$ cat src/rtl/cpu_mem_pkg.sv
// ============================================================================
//  Module   : cpu_mem_pkg
//  Purpose  : Shared types and width defaults for the CPU memory-side blocks
//  Revision : 1.0 - initial release
// ============================================================================
`default_nettype none

package cpu_mem_pkg;

  // Default datapath widths shared by the memory-side controllers
  localparam int DEF_DATA_WIDTH = 32;
  localparam int DEF_ADDR_WIDTH = 9;

  // Memory access controller states
  typedef enum logic [1:0] {
    IDLE   = 2'd0,
    ACCESS = 2'd1,
    DONE   = 2'd2,
    ERR    = 2'd3
  } mem_state_t;

endpackage

`default_nettype wire

$ cat src/rtl/mem_wait_counter.sv
// ============================================================================
//  Module   : mem_wait_counter
//  Purpose  : Saturating wait-cycle counter; flags when TIMEOUT-1 is reached
//  Revision : 1.0 - initial release
// ============================================================================
`default_nettype none

module mem_wait_counter #(
  parameter int TIMEOUT = 16
) (
  input  logic clock,
  input  logic clear,     // synchronous active-low reset
  input  logic restart,   // synchronous restart to zero
  input  logic enable,    // count one waited cycle
  output logic expired    // counter sits at TIMEOUT-1
);

  localparam int            CW   = $clog2(TIMEOUT);
  localparam logic [CW-1:0] LAST = CW'(TIMEOUT - 1);

  logic [CW-1:0] count_q;
  logic [CW-1:0] count_d;

  // Next count: restart wins, otherwise increment and hold at LAST
  always_comb begin
    count_d = count_q;
    if (restart) begin
      count_d = '0;
    end else if (enable && (count_q != LAST)) begin
      count_d = count_q + 1'b1;
    end
  end

  // Count register
  always_ff @(posedge clock) begin
    if (!clear) begin
      count_q <= '0;
    end else begin
      count_q <= count_d;
    end
  end

  assign expired = (count_q == LAST);

endmodule

`default_nettype wire

$ cat src/rtl/mem_access_ctrl.sv
// ============================================================================
//  Module   : mem_access_ctrl
//  Purpose  : MAR/MDR to data-RAM access controller with req/ack handshake,
//             timeout abort and Mdatain read-data capture
//  Revision : 1.0 - initial release
// ============================================================================
`default_nettype none

module mem_access_ctrl
  import cpu_mem_pkg::*;
#(
  parameter int DATA_WIDTH = DEF_DATA_WIDTH,
  parameter int ADDR_WIDTH = DEF_ADDR_WIDTH,
  parameter int TIMEOUT    = 16
) (
  input  logic                  clock,
  input  logic                  clear,
  input  logic                  read,
  input  logic                  write,
  input  logic [ADDR_WIDTH-1:0] mar_q,
  input  logic [DATA_WIDTH-1:0] mdr_q,
  output logic [ADDR_WIDTH-1:0] mem_addr,
  output logic [DATA_WIDTH-1:0] mem_wdata,
  output logic                  mem_req,
  output logic                  mem_we,
  input  logic                  mem_ack,
  input  logic [DATA_WIDTH-1:0] mem_rdata,
  output logic [DATA_WIDTH-1:0] Mdatain,
  output logic                  busy,
  output logic                  done,
  output logic                  error
);

  mem_state_t            state_q,     state_d;
  logic [ADDR_WIDTH-1:0] mem_addr_q,  mem_addr_d;
  logic [DATA_WIDTH-1:0] mem_wdata_q, mem_wdata_d;
  logic [DATA_WIDTH-1:0] mdatain_q,   mdatain_d;
  logic                  mem_req_q,   mem_req_d;
  logic                  mem_we_q,    mem_we_d;
  logic                  done_q,      done_d;
  logic                  error_q,     error_d;

  logic cnt_restart;
  logic cnt_enable;
  logic cnt_expired;

  mem_wait_counter #(
    .TIMEOUT (TIMEOUT)
  ) u_wait_counter (
    .clock   (clock),
    .clear   (clear),
    .restart (cnt_restart),
    .enable  (cnt_enable),
    .expired (cnt_expired)
  );

  // Next-state and next-output decode; done/error are set on leaving
  // DONE/ERR so they appear together one cycle after the terminal state
  always_comb begin
    state_d     = state_q;
    mem_addr_d  = mem_addr_q;
    mem_wdata_d = mem_wdata_q;
    mdatain_d   = mdatain_q;
    mem_req_d   = mem_req_q;
    mem_we_d    = mem_we_q;
    error_d     = error_q;
    done_d      = 1'b0;
    cnt_restart = 1'b0;
    cnt_enable  = 1'b0;

    case (state_q)
      IDLE: begin
        if (read ^ write) begin
          mem_addr_d  = mar_q;
          if (write) begin
            mem_wdata_d = mdr_q;
          end
          mem_we_d    = write;
          mem_req_d   = 1'b1;
          error_d     = 1'b0;
          cnt_restart = 1'b1;
          state_d     = ACCESS;
        end else if (read && write) begin
          // Conflicting strobes: no memory cycle, report failure
          state_d = ERR;
        end
      end

      ACCESS: begin
        if (mem_ack) begin
          // An ack on the final wait cycle still completes normally
          if (!mem_we_q) begin
            mdatain_d = mem_rdata;
          end
          mem_req_d = 1'b0;
          state_d   = DONE;
        end else if (cnt_expired) begin
          mem_req_d = 1'b0;
          state_d   = ERR;
        end else begin
          cnt_enable = 1'b1;
        end
      end

      DONE: begin
        done_d  = 1'b1;
        state_d = IDLE;
      end

      ERR: begin
        done_d  = 1'b1;
        error_d = 1'b1;
        state_d = IDLE;
      end

      default: begin
        state_d = IDLE;
      end
    endcase
  end

  // State and output registers; reset aborts any transaction at once
  always_ff @(posedge clock) begin
    if (!clear) begin
      state_q     <= IDLE;
      mem_addr_q  <= '0;
      mem_wdata_q <= '0;
      mdatain_q   <= '0;
      mem_req_q   <= 1'b0;
      mem_we_q    <= 1'b0;
      done_q      <= 1'b0;
      error_q     <= 1'b0;
    end else begin
      state_q     <= state_d;
      mem_addr_q  <= mem_addr_d;
      mem_wdata_q <= mem_wdata_d;
      mdatain_q   <= mdatain_d;
      mem_req_q   <= mem_req_d;
      mem_we_q    <= mem_we_d;
      done_q      <= done_d;
      error_q     <= error_d;
    end
  end

  assign mem_addr  = mem_addr_q;
  assign mem_wdata = mem_wdata_q;
  assign mem_req   = mem_req_q;
  assign mem_we    = mem_we_q;
  assign Mdatain   = mdatain_q;
  assign done      = done_q;
  assign error     = error_q;
  assign busy      = (state_q != IDLE);

endmodule

`default_nettype wire

$ cat config.mk
export PLATFORM = sky130hd
export DESIGN_NAME = mem_access_ctrl
export DESIGN_NICKNAME = d
export VERILOG_FILES = /design/src/rtl/cpu_mem_pkg.sv /design/src/rtl/mem_wait_counter.sv /design/src/rtl/mem_access_ctrl.sv
export SDC_FILE = /design/constraint.sdc
export NUM_CORES = 1
export LEC_CHECK = 0
export CORE_MARGIN = 2
export CORE_UTILIZATION = 43
export CTS_CLUSTER_SIZE = 16
export DETAILED_ROUTE_END_ITERATION = 16
export GPL_TIMING_DRIVEN = 0
export PLACE_DENSITY = 0.95
export SLEW_MARGIN = 20
export SYNTH_ARGS = -nofsm -noshare
export SYNTH_HDL_FRONTEND = slang
export SYNTH_SLANG_ARGS = --single-unit
$ cat constraint.sdc
create_clock -name clock -period 2.4 [get_ports clock]
set_clock_uncertainty 0.1 [all_clocks]
set_input_delay 0.48 -clock clock [delete_from_list [all_inputs] [get_ports clock]]
set_output_delay 0.48 -clock clock [all_outputs]
set_load 0.01 [all_outputs]
== Yosys cells after proc, flatten, opt, wreduce, memory -nomap -nowiden ==
Index checks and enable logic that the tools add are counted.
Widths: inputs -> output; s select.

* Word-level logic and storage cells: 52
* Output and inout bits: 78
* Register bits: 83

* Add/sub/neg operators: 1
* Bitwise logic cells: 3
* Reductions and logical operators: 14
* Equal/unequal tests: 8
* Muxes and demuxes: 17

{| class="wikitable"
|+ Operators with widths
! operator !! count
|-
| $mux 1 || 10
|-
| $reduce_and 3->1 || 3
|-
| $mux 2 || 4
|-
| $ne 3x3->1 const B || 2
|-
| $pmux 2 s3 || 1
|-
| $reduce_and 2->1 || 3
|-
| $reduce_bool 2->1 || 3
|-
| $add 4x1->4 const B || 1
|-
| $eq 2x2->1 const B || 2
|-
| $eq 4x4->1 const B || 1
|-
| $ne 4x4->1 const B || 1
|-
| $pmux 1 s2 || 2
|-
| $reduce_or 2->1 || 2
|-
| $eq 2x1->1 const B || 1
|-
| $logic_and 1x1->1 || 2
|-
| $logic_not 2->1 || 1
|-
| $ne 2x2->1 const B || 1
|-
| $not 1->1 || 2
|-
| $xor 1x1->1 || 1
|}

== Logic depth before layout (Yosys ltp) ==
* Word-level depth: 5
* Gate-level depth with buffers: 7

== Modules after synthesis ==
Synthesis repeated with hierarchy kept, for this count alone.

* Cells, all modules: 379
* Area total of the unflattened synthesis: 3163.0 sq um

{| class="wikitable"
|+ By module, submodules not included
! module !! cells an instance !! times used !! area each (sq um)
|-
| mem_access_ctrl || 357 || 1 || 2965.3
|-
| mem_wait_counter || 22 || 1 || 197.7
|}

== Worst setup path before layout ==
OpenSTA, ideal clock, no wires.

* Path type: in2reg
* From: input read
* To: register mem_addr_q[0] (netlist: mem_addr[0])
* Arrival time: 1579 ps
* Cell stages on the path: 6
* Path slack: 599 ps
* Library setup time: 122 ps
* Path buffers: 1
* Cell sequence: inv_1 -> ha_1 -> or3b_2 -> clkbuf_1 -> nand2_1 -> a21boi_0

* Word-level cells in the longest chain between the ends: 2

{| class="wikitable"
|+ RTL lines
! element !! line !! text
|-
| start, declared || mem_access_ctrl.sv:18 || <nowiki>input logic read,</nowiki>
|-
| $xor 1x1->1 || mem_access_ctrl.sv:73 || <nowiki>if (read ^ write) begin</nowiki>
|-
| $reduce_and 2->1 (no line) || -- ||
|-
| end signal, assigned || mem_access_ctrl.sv:135 || <nowiki>mem_addr_q <= mem_addr_d;</nowiki>
|-
| end, declared || mem_access_ctrl.sv:35 || <nowiki>logic [ADDR_WIDTH-1:0] mem_addr_q, mem_addr_d;</nowiki>
|}

Every way passes these cells.
A chain may end at the register's enable or synchronous reset.

== Final worst setup path ==
* From: register state_q[1]
* To: output busy

* Word-level cells in the longest chain between the ends: 1

{| class="wikitable"
|+ RTL lines
! element !! line !! text
|-
| start, declared || mem_access_ctrl.sv:34 || <nowiki>mem_state_t state_q, state_d;</nowiki>
|-
| start signal, assigned || mem_access_ctrl.sv:134 || <nowiki>state_q <= state_d;</nowiki>
|-
| $reduce_bool 2->1 || mem_access_ctrl.sv:152 || <nowiki>assign busy = (state_q != IDLE);</nowiki>
|-
| end, declared || mem_access_ctrl.sv:29 || <nowiki>output logic busy,</nowiki>
|}

Every way passes these cells.

==> out/qor.yml <==
status:
  status: "finished, final reports clean"
pwr:
  combPwrFrac_pct: 19.5
  powerDensity_nw_per_um2: 602
  p_leak_nw: 1.77
  p_switching_mw: 0.818
  peakVddDrop_mv: 0.391
  power_frac_seq_pct: 49.7
  p_int_mw: 2.21
  p_total_mw: 3.03
  p_sw_share_pct: 27.0
  pwr-share-clk_pct: 30.9
cts:
  cts_num_sinks: 83
  postCtsSetupBuffers: 0
  cts_tree: "built"
  clock_latency_ps: 350
  ctsHoldBuffers: 0
  h-tree-depth: 3
  cts_buffers: 9
  root_buffer: "clkbuf_8"
  cts_resized: 0
  clkTransAtPathRegs_ps: 80
  cts_max_path_buffers: 2
worst_setup_path:
  start_kind: "register"
  max_stage_delay_ps: 500
  cp_slowest_cell: "clkdlybuf4s50_1"
  end_kind: "primary output"
  cp.arrival_ps: 1630
  crit_chain: "buf_2 -> or2_2 -> clkdlybuf4s50_1"
  worstPathMaxFanout: 10
  ff2ff_setup_slack_ps: 710
  path_class: "reg2out"
  worstPathRequired_ps: 1820
detailed_routing:
  antenna_left: 0
  vias: 3079
  wl_met3_um: 878
  drt-total-wl_um: 8470
  wl_per_cell_um: 13.2
  drt_pass1_iterations: 4
  met2_length_um: 4040
  met1_length_um: 3440
  top_layer: "met4"
  routed_via_density: 4.80
  drcViolationCount: 0
  drt_iter0_markers: 109
placed_design:
  dp_hpwl_um: 6480
  place_ws_ps: -133
  io_buffers: 155
  dp.cells: 626
  globalplace.congestion: 0.765
die:
  placementRows: 31
  start_util_pct: 44.1
  die_area_um2: 8060
  io-pin-count: 156
  die_h_um: 89.8
  dieWidth_um: 89.8
  core_um2: 7180
sta:
  fmax_ghz: 0.452
  relSlewSlack_pct: 71.0
  rsz0062_at_grt: "false"
  setup_viol: 0
  finalCritPeriodShare_pct: 92.2
  drv_slew: 0
  tightest_slew_ps: 435
  period_needed_ps: 2210
  setup_slack_ps: 186
  hold_viol_final: 0
logic_synthesis:
  synth_cells: 372
  syn_avg_cell_area_um2: 8.51
  synthFlopType: "dfxtp_1"
  synthesis.nets: 453
  synth-seq-cells: 83
  ys_seq_area_share_pct: 52.5
  ys_types: 30
  yosysWarningCount: 0
  synth_edf_count: 0
  async_flop_share_pct: 0
  netlist_area_um2: 3160
global_routing:
  grt_pass1_wl_um: 14000
  grtUsageTotal_pct: 21.2
  grt_start_max_net_pins: 16
  grt_pass1_vias: 2932
  antenna_found_initial: 0
  grt_overflow: 0
final_layout:
  layout-drive-gt1-share_pct: 5.34
  nets: 619
  syn_to_final_growth_pct: 58.8
  antennaDiodeCount: 0
  instances_no_fill: 642
run:
  drv_cap: 0
min_path:
  hp-class: "reg2reg"
==> worst max-delay path, delay by kind of cell, from the launching register on <==
kind,cells,cell delay (ps)
buffers and inverters,2,670
flip-flops,1,320
AND/OR/NAND/NOR,1,300
==> placed cells by master, fill, tap and decap left out, drive strengths merged, types with 4 or more instances in the layout <==
cell type,netlist,routed
nand2,150,150
inv,3,5
a21boi,74,74
dfxtp,83,83
clkbuf,19,29
clkdlybuf4s50,0,155
buf,9,9
a21oi,4,4
==> registers in the layout, indices dropped and copies added (netlist names) <==
| name | count |
|---|---|
| mem_we | 1 |
| done | 1 |
| Mdatain | 32 |
| mem_req | 1 |
| u_wait_counter.count_q | 4 |
| mem_wdata | 32 |
| error | 1 |
| mem_addr | 9 |
| state_q | 2 |
==> synthesized netlist by cell type, drive strengths merged (2+ instances only) <==
cell	instances	area, um2
ha	3	37.5
buf	9	47.6
nor2	2	7.51
o21ai	2	10.0
nor3	2	10.0
dfxtp	83	1660
a21oi	4	20.0
nand2	150	563
nor3b	3	27.5
inv	3	11.3
o21a	2	15.0
or3b	3	26.3
clkbuf	19	71.3
a21boi	74	556
or3	2	12.5
==> cell type report <==
type | count | area, um2
repair buffers | 155 | 1550
plain buffers | 28 | 119
flip-flops and latches | 83 | 1660
clock inverters | 6 | 47.5
inverters | 3 | 11.3
multi-input cells | 258 | 1370
clock buffers | 10 | 138
fillers | 555 | 2150
well taps | 99 | 124
==> power groups by stage <==
stage / clock network [mW] / logic, mW / registers [mW]
final: 0.934 / 0.589 / 1.50
after floorplan: 0 / 0.210 / 1.57
after CTS: 0.960 / 0.595 / 1.50
after detailed placement: 0 / 0.591 / 1.53
after global routing: 1.02 / 0.644 / 1.51
after global placement: 0 / 0.579 / 1.53
==> path summary, 6_finish.rpt <==
path | startpoint | to | cells past startpoint
worst min-delay path | Mdatain[23]$_SDFFE_PN0P_ | Mdatain[23]$_SDFFE_PN0P_ | 2
worst max register to register | state_q[0]$_SDFFE_PN0P_ | mem_wdata[10]$_SDFFE_PN0P_ | 6
worst max-delay path | state_q[1]$_SDFFE_PN0P_ | busy | 3
worst min register to register | Mdatain[23]$_SDFFE_PN0P_ | Mdatain[23]$_SDFFE_PN0P_ | 2
==> layer usage <==
layer	track usage [%]	vias to the layer above
li1	-	1545
met1	23.9	1393
met2	36.6	132
met3	8.97	9
met4	6.54	0
met5	0	-
==> cells by family after synthesis <==
family,synth area share [%]
AND/OR/NAND/NOR,22.1
AO/OA/AOI/OAI,20.1
flip-flops,52.5
buffers and inverters,4.11
adder cells (fa/ha/maj),1.19
==> stage by stage <==
stage	util [%]	hold slack, ps	cell area [um2]	setup TNS [ps]
5_1_grt	70.0	377	5020	0
4_1_cts	70.0	357	5020	0
6_report	70.0	355	5020	0
2_1_floorplan	-	362	3160	0
3_5_place_dp	67.4	345	4840	-793
3_3_place_gp	67.4	340	4840	-479
No activity file was read; power rests on OpenSTA's default activity.
